--- config.mk ---
export PLATFORM = sky130hd
export DESIGN_NAME = reg_writeback
export DESIGN_NICKNAME = d
export VERILOG_FILES = /design/src/rtl/reg_writeback.sv
export SDC_FILE = /design/constraint.sdc
export NUM_CORES = 1
export LEC_CHECK = 0
export ABC_AREA = 0
export BUFFER_PORTS_ARGS = -buffer_cell sky130_fd_sc_hd__buf_2
export CAP_MARGIN = 20
export CORE_UTILIZATION = 35
export CTS_CLUSTER_SIZE = 20
export DETAILED_ROUTE_END_ITERATION = 16
export SETUP_SLACK_MARGIN = 0.2
export SYNTH_ARGS = -nofsm -noshare
export SYNTH_HDL_FRONTEND = slang
export SYNTH_SLANG_ARGS = --single-unit
--- constraint.sdc ---
create_clock -name clk -period 3.8 [get_ports clk]
set_input_delay 0 -clock clk [delete_from_list [all_inputs] [get_ports clk]]
set_output_delay 0 -clock clk [all_outputs]
set_load 0.05 [all_outputs]
--- src/rtl/reg_writeback.sv ---
// reg_writeback: sole driver of the register-file write port.
// Merges ALU results, which are buffered in a 2-entry FIFO, with load results,
// which are byte/half selected and extended here. Loads have priority, but a
// 2-bit streak counter forces a FIFO grant after three consecutive load grants
// while ALU work is waiting, so the ALU path cannot be starved.
module reg_writeback (
    input  logic        clk,
    input  logic        rst,            // asynchronous, active-low
    input  logic        alu_valid,
    output logic        alu_ready,
    input  logic [4:0]  alu_rd,
    input  logic [31:0] alu_result,
    input  logic        ld_valid,
    output logic        ld_ready,
    input  logic [4:0]  ld_rd,
    input  logic [2:0]  ld_funct3,
    input  logic [1:0]  ld_addr_lo,
    input  logic [31:0] ld_rdata,
    output logic        reg_write,
    output logic [4:0]  write_reg_num1,
    output logic [31:0] write_data,
    output logic        ld_err
);

    localparam int          DEPTH      = 2;
    localparam logic [1:0]  CNT_FULL   = 2'd2;
    localparam logic [1:0]  STREAK_MAX = 2'd3;

    localparam logic [2:0]  F3_LB  = 3'd0;
    localparam logic [2:0]  F3_LH  = 3'd1;
    localparam logic [2:0]  F3_LW  = 3'd2;
    localparam logic [2:0]  F3_LBU = 3'd4;
    localparam logic [2:0]  F3_LHU = 3'd5;

    // ------------------------------------------------------------------
    // State
    // ------------------------------------------------------------------
    logic [1:0]  count_q,  count_d;
    logic        rd_ptr_q, rd_ptr_d;
    logic        wr_ptr_q, wr_ptr_d;
    logic [1:0]  streak_q, streak_d;

    logic [4:0]  fifo_rd_q   [DEPTH];
    logic [31:0] fifo_data_q [DEPTH];

    logic        reg_write_q, reg_write_d;
    logic [4:0]  wr_num_q,    wr_num_d;
    logic [31:0] wr_data_q,   wr_data_d;
    logic        ld_err_q,    ld_err_d;

    // ------------------------------------------------------------------
    // Handshake and arbitration
    // ------------------------------------------------------------------
    logic        fifo_nonempty;
    logic        force_fifo;
    logic        push;
    logic        ld_grant;
    logic        fifo_grant;
    logic [4:0]  head_rd;
    logic [31:0] head_data;

    assign fifo_nonempty = (count_q != 2'd0);

    // After three load grants with ALU work pending, the next slot goes to the FIFO.
    assign force_fifo = (streak_q == STREAK_MAX) && fifo_nonempty;

    // Both readies are functions of state only; gating with rst keeps them
    // low for the whole time reset is held, not just after the first edge.
    assign alu_ready = rst && (count_q != CNT_FULL);
    assign ld_ready  = rst && !force_fifo;

    assign push       = alu_valid && alu_ready;
    assign ld_grant   = ld_valid && ld_ready;
    assign fifo_grant = !ld_grant && fifo_nonempty;

    assign head_rd   = fifo_rd_q[rd_ptr_q];
    assign head_data = fifo_data_q[rd_ptr_q];

    // ------------------------------------------------------------------
    // Load formatting and error detection
    // ------------------------------------------------------------------
    logic [7:0]  ld_byte;
    logic [15:0] ld_half;
    logic [31:0] ld_fmt;
    logic        ld_bad;

    assign ld_byte = ld_rdata[{ld_addr_lo, 3'b000} +: 8];
    assign ld_half = ld_addr_lo[1] ? ld_rdata[31:16] : ld_rdata[15:0];

    // Select and extend the addressed lane; illegal types produce zero data.
    always_comb begin
        ld_fmt = 32'd0;
        case (ld_funct3)
            F3_LB:   ld_fmt = {{24{ld_byte[7]}}, ld_byte};
            F3_LBU:  ld_fmt = {24'd0, ld_byte};
            F3_LH:   ld_fmt = {{16{ld_half[15]}}, ld_half};
            F3_LHU:  ld_fmt = {16'd0, ld_half};
            F3_LW:   ld_fmt = ld_rdata;
            default: ld_fmt = 32'd0;
        endcase
    end

    // Flag unsupported load types and misaligned halfword/word accesses.
    always_comb begin
        ld_bad = 1'b0;
        case (ld_funct3)
            F3_LB, F3_LBU: ld_bad = 1'b0;
            F3_LH, F3_LHU: ld_bad = ld_addr_lo[0];
            F3_LW:         ld_bad = (ld_addr_lo != 2'd0);
            default:       ld_bad = 1'b1;
        endcase
    end

    // ------------------------------------------------------------------
    // FIFO bookkeeping
    // ------------------------------------------------------------------
    // Occupancy and pointer updates; a push while full cannot happen
    // because alu_ready is low then.
    always_comb begin
        count_d  = count_q;
        rd_ptr_d = rd_ptr_q;
        wr_ptr_d = wr_ptr_q;
        if (push) begin
            wr_ptr_d = ~wr_ptr_q;
        end
        if (fifo_grant) begin
            rd_ptr_d = ~rd_ptr_q;
        end
        case ({push, fifo_grant})
            2'b10:   count_d = count_q + 2'd1;
            2'b01:   count_d = count_q - 2'd1;
            default: count_d = count_q;
        endcase
    end

    // Fairness streak: counts load grants taken while ALU work is waiting.
    always_comb begin
        streak_d = streak_q;
        if (!fifo_nonempty || fifo_grant) begin
            streak_d = 2'd0;
        end else if (ld_grant) begin
            streak_d = streak_q + 2'd1;
        end
    end

    // Control state register; reset also empties the FIFO.
    always_ff @(posedge clk or negedge rst) begin
        if (!rst) begin
            count_q  <= 2'd0;
            rd_ptr_q <= 1'b0;
            wr_ptr_q <= 1'b0;
            streak_q <= 2'd0;
        end else begin
            count_q  <= count_d;
            rd_ptr_q <= rd_ptr_d;
            wr_ptr_q <= wr_ptr_d;
            streak_q <= streak_d;
        end
    end

    // FIFO payload storage; contents are only meaningful under count_q.
    genvar gi;
    generate
        for (gi = 0; gi < DEPTH; gi++) begin : g_entry
            logic entry_we;
            assign entry_we = push && (wr_ptr_q == 1'(gi));

            // Capture the ALU result into this slot when it is the write target.
            always_ff @(posedge clk) begin
                if (entry_we) begin
                    fifo_rd_q[gi]   <= alu_rd;
                    fifo_data_q[gi] <= alu_result;
                end
            end
        end
    endgenerate

    // ------------------------------------------------------------------
    // Write-port output
    // ------------------------------------------------------------------
    // Choose this cycle's write: the granted load, else the FIFO head,
    // else a bubble that holds destination and data.
    always_comb begin
        reg_write_d = 1'b0;
        ld_err_d    = 1'b0;
        wr_num_d    = wr_num_q;
        wr_data_d   = wr_data_q;
        if (ld_grant) begin
            wr_num_d    = ld_rd;
            wr_data_d   = ld_fmt;
            reg_write_d = !ld_bad && (ld_rd != 5'd0);
            ld_err_d    = ld_bad;
        end else if (fifo_grant) begin
            wr_num_d    = head_rd;
            wr_data_d   = head_data;
            reg_write_d = (head_rd != 5'd0);
        end
    end

    // Output registers; asynchronous clear drops any write in flight.
    always_ff @(posedge clk or negedge rst) begin
        if (!rst) begin
            reg_write_q <= 1'b0;
            wr_num_q    <= 5'd0;
            wr_data_q   <= 32'd0;
            ld_err_q    <= 1'b0;
        end else begin
            reg_write_q <= reg_write_d;
            wr_num_q    <= wr_num_d;
            wr_data_q   <= wr_data_d;
            ld_err_q    <= ld_err_d;
        end
    end

    assign reg_write      = reg_write_q;
    assign write_reg_num1 = wr_num_q;
    assign write_data     = wr_data_q;
    assign ld_err         = ld_err_q;

endmodule
==> run metrics, run 1 <==
detailed-route via count=4067; Fmax=0.4354 GHz; first-pass GRT wire length=22710 um; cell mode on critical path=dlygate4sd3_1; PwrDens=745.5 mW/mm2; post-CTS sizing=0; WL/cell=18.47 um; GPL Wtd Cong=0.7693; drt first pass iters=8; R2R setup slack=1.57 ns; top_reg_cell synth=edfxtp_1; Final ANT Viol Nets=0; status=finished, final reports clean; Final #Nets=675; Post-CTS Repair Setup Buffers=0; synthesized area per cell=13.42 um2; crit-path max FO=48; Critical Path End Type=flip-flop; Critical path origin=rst; CTS Hold Bufs=77; CP Launch Type=input pin; drt total wl=14540 um; VDD IR-drop max=0.4553 mV; Synth top area share=42.35%; WP depth=7; Worst Path Arrival=2.65 ns; critical-path cell list=dlygate4sd3_1 > buf_2 > buf_4 > and2_1 > nand2_1 > nor3_1 > dlygate4sd3_1; Core Rows=44; async set-reset flop share out of synthesis=37.82%; Reg clk slew, reported paths=0.05 ns; ranking of synthesized cells by area=edfxtp_1 42%, dfrtp_1 21%, mux2i_1 7.6%; Hold Crit Start=ld_rdata[3]; setup violators final=0; Overflow after GRT=0; DR vias/cell=5.168; delay-heaviest family, CP=buffers and inverters; final worst path period share=60.44%; Syn Inst Count=391; clk root buf=clkbuf_16; Starting Density=35.97%; Iteration-0 DRC Markers=310; gr usage total=19.37%; clk sinks=119; Ports=124; Setup Crit Path Kind=input pin to flip-flop; TritonCTS Buffers=17; number of max-cap violations=0; Ys Warns=0; CTS tree=built; DRC=0; Synth cell types=44; antenna violations before repair=0; Die X-Extent=124.4 um; register area share after synthesis=63.81%; largest net degree at the start of global routing=49; Worst Skew=0.004965 ns; Synth Cell Area=0.005248 mm2; Pins Over Slew Limit=0; DP Wirelength=9621 um; Syn Nets=476; R2R Path End=write_data[22]; Worst Path Required=4.15 ns; IO buf count=123; Tmin final=2.297 ns; chip height=124.4 um; H-tree levels=4; share of cells above drive strength 1=32.34%; number of flops mapped to enable cells by yosys=74; final setup TNS=0 ns; CORE AREA=0.01459 mm2; clock tree buffer depth=2; reg2reg start=count_q[0]; worst hold path type=input pin to flip-flop; worst slew pin tran=1.012 ns; Final Util=50.93%; reg2reg path depth=4; synth-to-layout area growth=41.61%; vias in the first global route=4182; Yosys top cell by area=edfxtp_1; diodes inserted=0; Crit-path slowest cell=dlygate4sd3_1; dpl ws=1.469 ns; full die area=0.01549 mm2; Hold Fails Final Rpt=0; Critical Path Sink=ld_err; RSZ-0062 raised after global routing=no; crit-path max cell delay=0.57 ns; Clock Latency Late Sink=0.41 ns; post-route setup slack=1.503 ns; Slew HR=32.38%; Synth Register Bits=119; Buf/Inv on CP=4; P_leak=3.103 nW
-- layout by cell type (no fill, tap or decap), types with 2 or more instances in the layout --
master / instances
nand3_2: 10
clkbuf_1: 2
a21oi_1: 8
dlygate4sd3_1: 77
clkinv_2: 6
o21ai_1: 2
mux2i_1: 40
or3_1: 2
edfxtp_1: 74
xnor2_1: 4
a222oi_1: 6
buf_16: 2
dfrtp_1: 44
o221ai_1: 9
buf_2: 123
clkbuf_16: 18
mux2_2: 9
nor2b_1: 2
buf_4: 4
clkbuf_8: 3
o21ai_0: 11
a221oi_1: 2
nor3_1: 4
and3_1: 2
nand3_1: 24
and2_1: 2
nand2_1: 41
inv_1: 2
nor2_1: 12
ha_1: 2
o211ai_1: 21
nor3b_1: 2
o22ai_1: 4
a221oi_2: 7
-- synthesized netlist by cell type, types with 2 or more instances --
cell type / instances
and3_1: 3
nand3_1: 24
or3_1: 2
nor3_1: 4
a221oi_1: 2
a21oi_1: 9
nor3b_1: 3
mux2_2: 9
o22ai_1: 4
dfrtp_1: 45
o221ai_1: 9
a221oi_2: 7
o211ai_1: 21
nor2_1: 13
buf_1: 3
nand3_2: 10
buf_2: 6
mux2i_1: 40
and2_1: 2
clkbuf_1: 15
edfxtp_1: 74
nand2_1: 41
a222oi_1: 6
ha_1: 2
xnor2_1: 4
buf_6: 2
nor2b_1: 2
o21ai_0: 11
o21ai_1: 2
inv_1: 2
-- flip-flops by register name, indices dropped and copies added, names as in the netlist --
register and cells:
count_q 2, fifo_data_q 64, fifo_rd_q 10, ld_err 1, rd_ptr_q 1, reg_write 1, streak_q 2, wr_ptr_q 1
write_data 32, write_reg_num1 5
-- power breakdown --
group          internal, mW  total [mW]  switching, mW
logic                 0.645        2.07           1.42
registers              1.72        1.95          0.229
clock network         0.979        1.52          0.540
-- final cells by class --
cell class | instances | area (um2)
flip-flops and latches | 119 | 3349
inverters | 2 | 7.507
repair buffers | 207 | 1491
multi-input cells | 243 | 1782
clock inverters | 9 | 71.32
well taps | 184 | 230.2
fillers | 1268 | 7158
clock buffers | 23 | 499.2
-- worst reg2reg max path, stage by stage, from the launching register on --
cell and delay, ns:
dfrtp_1 0.44, or2_1 0.52, a21oi_2 0.85, nand3_1 0.22, nand3_2 0.13
-- metrics by stage --
step	power [mW]	hold WS (ns)	instances	area [um2]
after detailed placement	3.970	0.1796	676	6035
after floorplan	3.402	-0.2956	391	5250
after CTS	5.560	0.003034	785	7376
final	5.539	0.03425	787	7431
after global routing	5.792	0.04165	787	7431
after global placement	3.926	0.1597	675	6015
-- how the worst min path moves through the flow --
stage | slack, ns | cells past startpoint | endpoint
CTS | 0.003 | 3 | write_data[3]
finish | 0.03 | 3 | write_data[3]
floorplan | -0.30 | 0 | count_q[0]
global placement | 0.16 | 2 | wr_ptr_q
global route | 0.04 | 3 | write_data[3]
detailed placement | 0.18 | 2 | wr_ptr_q
-- routing by layer --
metal / track usage (%) / up-vias / share of wire [%]
met3: 4.253 / 26 / 4.9
met4: 8.646 / 0 / 2.1
met2: 31.52 / 136 / 50
met1: 24.68 / 2000 / 43
li1: - / 1905 / -
met5: 0 / - / 0
-- logic make-up after synthesis --
logic type / count (synthesis) / synth area share, %
flops: 119 / 63.81
compound gates: 77 / 11.87
mux: 49 / 9.561
xor+xnor: 5 / 0.8345
buf+inv: 29 / 2.575
simple gates: 110 / 10.87
fa+ha+maj: 2 / 0.4768
(Power assumes the default switching activity.)
==> inputs of run 2 (changes only) <==
ABC_AREA = 1   (was 0)
clock period = 2 ns   (was 3.8 ns; I/O delays follow)
==> run 2 against run 1 <==
Compared with the run above: die area grew 14%; setup slack lost 1.1 ns; critical path depth is the same; synthesized area grew 14%; routed wire length grew 16%.
==> run metrics, run 2 <==
Fmax=0.6093 GHz; Yosys top cell by area=edfxtp_1; Clock Latency Late Sink=0.42 ns (about the same); RSZ-0062 raised after global routing=no; TritonCTS Buffers=17 (unchanged); CORE AREA=0.01664 mm2 (+14%); P_leak=4.030 nW (+30%); DRC=0 (unchanged); CP Launch Type=flip-flop; Post-synth top cells=391 x nand2_1, 74 x edfxtp_1, 63 x inv_1, 45 x dfrtp_1, 37 x nand3_1; hold path depth=7 (+4); Reg clk slew, reported paths=0.05 ns (about the same); top_reg_cell synth=edfxtp_1; drt first pass iters=5 (-3); Top Layer Used=met4; GPL Wtd Cong=0.8327 (+8.2%); reg2reg start=count_q[0]; first-pass GRT wire length=26340 um (+16%); clk root buf=clkbuf_16; Synth Cell Area=0.005968 mm2 (+14%); Slew HR=50.65% (+18 points); Overflow after GRT=0 (unchanged); WL/cell=14.89 um (-19%); Critical Path End Type=flip-flop; DP Wirelength=11320 um (+18%); vias in the first global route=4813 (+15%); Final ANT Viol Nets=0 (unchanged); max reg flops=64 (unchanged); largest net degree at the start of global routing=39 (-20%); share of cells above drive strength 1=21.31% (-11 points); clock tree buffer depth=2 (unchanged); status=finished, final reports clean; Pins Over Slew Limit=0 (unchanged); antenna violations before repair=1 (+1); Hold Crit Start=ld_rdata[15]; H-tree levels=4 (unchanged); Synth top area share=37.23% (-5.1 points); IO buf count=123 (unchanged); most frequent cells in the layout=390 x nand2_1, 123 x buf_2, 74 x edfxtp_1; R2R Path End=count_q[1]; Worst Path Arrival=1.94 ns (-0.71 ns); worst hold path type=input pin to flip-flop; gr usage total=20.05% (+0.68 points); commonest non-fill, non-tap cell in the layout=nand2_1; CTS tree=built; Ports=124 (unchanged); Starting Density=35.86% (-0.11 points); Min-Delay Endpoint=write_data[15]; ranking of synthesized cells by area=edfxtp_1 37%, nand2_1 25%, dfrtp_1 19%; synth-to-layout area growth=32.75%; M1 wire length=7436 um (+18%); Reg with most FFs=fifo_data_q; Syn Nets=805 (+69%); Iteration-0 DRC Markers=295 (-4.8%); Worst Skew=0.007981 ns (+0.003016 ns); Core Rows=47 (+6.8%); Tmin final=1.641 ns; metal2 WL=8264 um (+15%); reg2reg path depth=7 (+3); setup violators final=0 (unchanged); Die X-Extent=132.6 um (+6.5%); DR vias/cell=4.526 (-12%); full die area=0.01758 mm2 (+14%); PwrDens=1326 mW/mm2 (+78%); hold_ws=0.0007924 ns (-0.03345 ns); Hold Fails Final Rpt=0 (unchanged); Syn Inst Count=720 (+84%); async set-reset flop share out of synthesis=37.82% (unchanged); final setup TNS=0 ns (unchanged); number of flops mapped to enable cells by yosys=74 (unchanged); register area share after synthesis=56.10% (-7.7 points); synthesized area per cell=8.289 um2 (-38%); Ys Warns=0 (unchanged); Synth cell types=32 (-27%); Pwr Total=10.51 mW (+90%); final worst path period share=82.07%; Post-CTS Repair Setup Buffers=0 (unchanged); chip height=132.6 um (+6.5%); met3 WL=873 um (+23%); drt total wl=16930 um (+16%); R2R setup slack=0.36 ns (-1.21 ns); count leader, synth=nand2_1; Setup Crit Path Kind=flip-flop to flip-flop; number of max-cap violations=0 (unchanged); worst slew pin tran=0.7379 ns (-0.2744 ns); crit-path max FO=5 (-90%); Synth Register Bits=119 (unchanged); Worst Path Required=2.29 ns (-1.86 ns); Final #Nets=987 (+46%); VDD IR-drop max=0.6316 mV (+39%); detailed-route via count=5146 (+27%); clk sinks=119 (unchanged)
[run 2: final cells by class]
type,count,area (um2)
fillers,1623,8720
flip-flops and latches,119,3348
multi-input cells,496,2161
repair buffers,197,1335
clock buffers,28,506.7
well taps,220,275.3
inverters,71,269.0
clock inverters,4,22.52
diodes,2,5.005
[run 2: how the worst max path moves through the flow]
| stage | start | endpoint | slack, ns |
|---|---|---|---|
| 2_1_floorplan | count_q[0] | fifo_data_q[0][0] | 0.004 |
| 3_3_place_gp | count_q[0] | count_q[1] | 0.39 |
| 3_5_place_dp | count_q[0] | count_q[1] | 0.36 |
| 4_1_cts | rst | ld_ready | 0.30 |
| 5_1_grt | count_q[0] | count_q[1] | 0.23 |
| 6_report | count_q[0] | count_q[1] | 0.36 |
[run 2: critical path, stage by stage (launching register included)]
cell and delay [ns]:
dfrtp_1 0.44, inv_2 0.08, a21boi_4 0.19, nand2_4 0.10, ha_1 0.33, a21oi_1 0.12, o21ai_0 0.11, xor2_1 0.15
[run 2: cells by family after synthesis]
| kind of cell | count (synthesis) | synth area share, % |
|---|---|---|
| xor+xnor | 4 | 0.5871 |
| buf+inv | 105 | 8.449 |
| compound gates | 9 | 0.9433 |
| fa+ha+maj | 2 | 0.4192 |
| simple gates | 481 | 33.50 |
| flops | 119 | 56.10 |
[run 2: per-layer routing]
metal  up-vias  GRT usage, %
met4         0         7.535
li1       2622             -
met1      2317         25.48
met2       177         33.39
met5         -             0
met3        30         4.444
[run 2: what timing repair did]
| action | 4_1_cts | 5_1_grt |
|---|---|---|
| hold endpoints to repair | 108 | 0 |
| hold buffers | 59 | 0 |
| endpoints found under the setup margin | 0 | 1 |
| resized for setup | 0 | 1 |
[run 2: per-stage QoR]
step                instances  cell area [um2]  setup WS, ns  utilization (%)
global placement         1044             6794        0.3939            40.82
finish                   1137             7923        0.3587            47.61
CTS                      1135             7914        0.3049            47.55
detailed placement       1044             6794        0.3557            40.82
global route             1137             7923        0.2336            47.61
floorplan                 720             6002      0.004262                -
[run 2: power breakdown]
group | total (mW) | switching, mW | internal [mW]
Clock | 2.72 | 1.02 | 1.71
Sequential | 3.60 | 0.356 | 3.25
Combinational | 4.18 | 3.07 | 1.11
==> inputs of run 3 (changes only) <==
ABC_AREA = 0   (was 1)
clock period = 1.7 ns   (was 2 ns; I/O delays follow)
==> run 3 against run 2 <==
Compared with the run above: die area down 12%; global-route usage increased by 0.60 points; sequential power rose by 19%; flip-flop and latch count is the same; setup slack worse by 0.25 ns; largest power group unchanged.
==> run metrics, run 3 (synthesis gave the netlist of run 1 again) <==
VDD IR-drop max=0.9317 mV (+48%); max reg flops=64 (unchanged); Final #Nets=703 (-29%); first-pass GRT wire length=24070 um (-8.6%); Critical Path End Type=flip-flop; setup violators final=0 (unchanged); diodes inserted=0 (-2); commonest non-fill, non-tap cell in the layout=buf_2; most frequent cells in the layout=121 x buf_2, 77 x dlygate4sd3_1, 74 x edfxtp_1; RSZ-0062 raised after global routing=yes; P_leak=3.326 nW (-17%); final worst path period share=93.78% (+12 points); clk root buf=clkbuf_16; Pins Over Slew Limit=0 (unchanged); worst slew pin tran=0.8617 ns (+0.1238 ns); number of max-cap violations=0 (unchanged); share of cells above drive strength 1=37.40% (+16 points); TritonCTS Buffers=17 (unchanged); IO buf count=123 (unchanged); Crit-path slowest cell=dfrtp_1; Iteration-0 DRC Markers=407 (+38%); drt total wl=15720 um (-7.2%); clock tree buffer depth=2 (unchanged); cell total after placement=689 (-34%); worst hold path type=input pin to flip-flop; crit-path max cell delay=0.39 ns (-0.05 ns); synth-to-layout area growth=51.65%; status=finished, final reports clean; CP Launch Type=flip-flop; chip height=124.4 um (-6.1%); final setup TNS=0 ns (unchanged); non-filler cells, final=815 (-28%); Setup Crit Path Kind=flip-flop to flip-flop; Worst Path Required=1.99 ns (-0.30 ns); Ports=124 (unchanged); crit-path max FO=42 (+37); Overflow after GRT=0 (unchanged); Tmin final=1.594 ns (-0.04711 ns); vias in the first global route=4427 (-8.0%); antenna violations before repair=0 (-1); clk sinks=119 (unchanged); Die X-Extent=124.4 um (-6.1%); full die area=0.01549 mm2 (-12%); Clock Latency Late Sink=0.42 ns (about the same); Slew HR=42.43% (-8.2 points); fillcell total=1231 (-24%); CORE AREA=0.01459 mm2 (-12%); Reg with most FFs=fifo_data_q; drt first pass iters=7 (+2); Core Rows=44 (-6.4%); gr usage total=20.65% (+0.60 points); PwrDens=1682 mW/mm2 (+27%); Fmax=0.6273 GHz (+3.0%); critical-path cell list=buf_4 > or2_4 > buf_6 > o211ai_1 > nand3_2; detailed-route via count=4306 (-16%); WL/cell=19.28 um (+30%); Final ANT Viol Nets=0 (unchanged); Reg clk slew, reported paths=0.06 ns (about the same); Worst Skew=0.01436 ns (+0.006377 ns); H-tree levels=4 (unchanged); DR vias/cell=5.283 (+17%); Hold Fails Final Rpt=0 (unchanged); Worst Path Arrival=1.88 ns (-0.06 ns); DP Wirelength=10080 um (-11%); CTS tree=built; Starting Density=35.97% (+0.11 points); DRC=0 (unchanged); GPL Wtd Cong=0.8077 (-3.0%); largest net degree at the start of global routing=43 (+10%)
[run 3: repair_timing]
| action | CTS | global route |
|---|---|---|
| pin swaps | 4 | 2 |
| gates resized for setup | 16 | 11 |
| hold buffers | 77 | 0 |
| setup buffers | 7 | 4 |
| endpoints found under the setup margin | 70 | 110 |
| endpoints found under the hold margin | 155 | 0 |
| gates cloned | 2 | 4 |
[run 3: worst max-delay path, delay by kind of cell, from the launching register on]
| family | cells | cell delay (ns) |
|---|---|---|
| buffers and inverters | 2 | 0.35 |
| DFF | 1 | 0.39 |
| and+or+nand+nor | 2 | 0.40 |
| AOI/OAI and AO/OA | 1 | 0.30 |
[run 3: area by class of cell]
| cell class | count | area [um2] | share of cell area (%) |
|---|---|---|---|
| Multi-Input combinational cell | 244 | 1877 | 23.58 |
| Sequential cell | 119 | 3351 | 42.11 |
| Tap cell | 184 | 230.2 | 2.893 |
| Inverter | 2 | 10.01 | 0.1258 |
| Clock inverter | 12 | 148.9 | 1.871 |
| Timing Repair Buffer | 234 | 1884 | 23.68 |
| Clock buffer | 20 | 456.7 | 5.739 |
[run 3: path summary, 6_finish.rpt]
kind | cells past startpoint | startpoint | slack [ns] | endpoint
worst max-delay path | 5 | count_q[0] | 0.11 | write_data[21]
worst min-delay path | 3 | ld_rdata[15] | 0.01 | write_data[15]
worst max register to register | 5 | count_q[0] | 0.11 | write_data[21]
worst min register to register | 2 | write_data[8] | 0.49 | write_data[8]
max in group asynchronous | 3 | rst | 0.81 | rd_ptr_q
min in group asynchronous | 2 | rst | 0.05 | count_q[0]
[run 3: metrics by stage]
stage          setup WS (ns)  power, mW  hold WS (ns)  area, um2  util, %
2_1_floorplan        -0.3119      7.707       -0.2956       5310        -
3_3_place_gp          0.1356      9.010       -0.1512       6237    42.75
3_5_place_dp         0.05138      9.084       -0.1428       6237    42.75
4_1_cts               0.1389      13.15      0.002333       7794    53.42
5_1_grt              0.05511      13.97      0.005177       7958    54.55
6_report              0.1058      13.39      0.009648       7958    54.55
[run 3: per-layer routing]
layer / routed length, um / part of all wire [%] / vias to the layer above / GRT usage [%]
li1: - / - / 1970 / -
met1: 6710 / 43 / 2117 / 26.58
met2: 7617 / 48 / 173 / 33.02
met3: 902 / 5.7 / 46 / 4.897
met4: 484 / 3.1 / 0 / 9.213
met5: 0 / 0 / - / 0
[run 3: where the power goes]
group          internal, mW  leakage, nW  switching (mW)
logic                  1.95         1.81            3.48
clock network          2.37        0.294            1.29
registers              3.85         1.22           0.446
total                  8.17         3.33            5.22
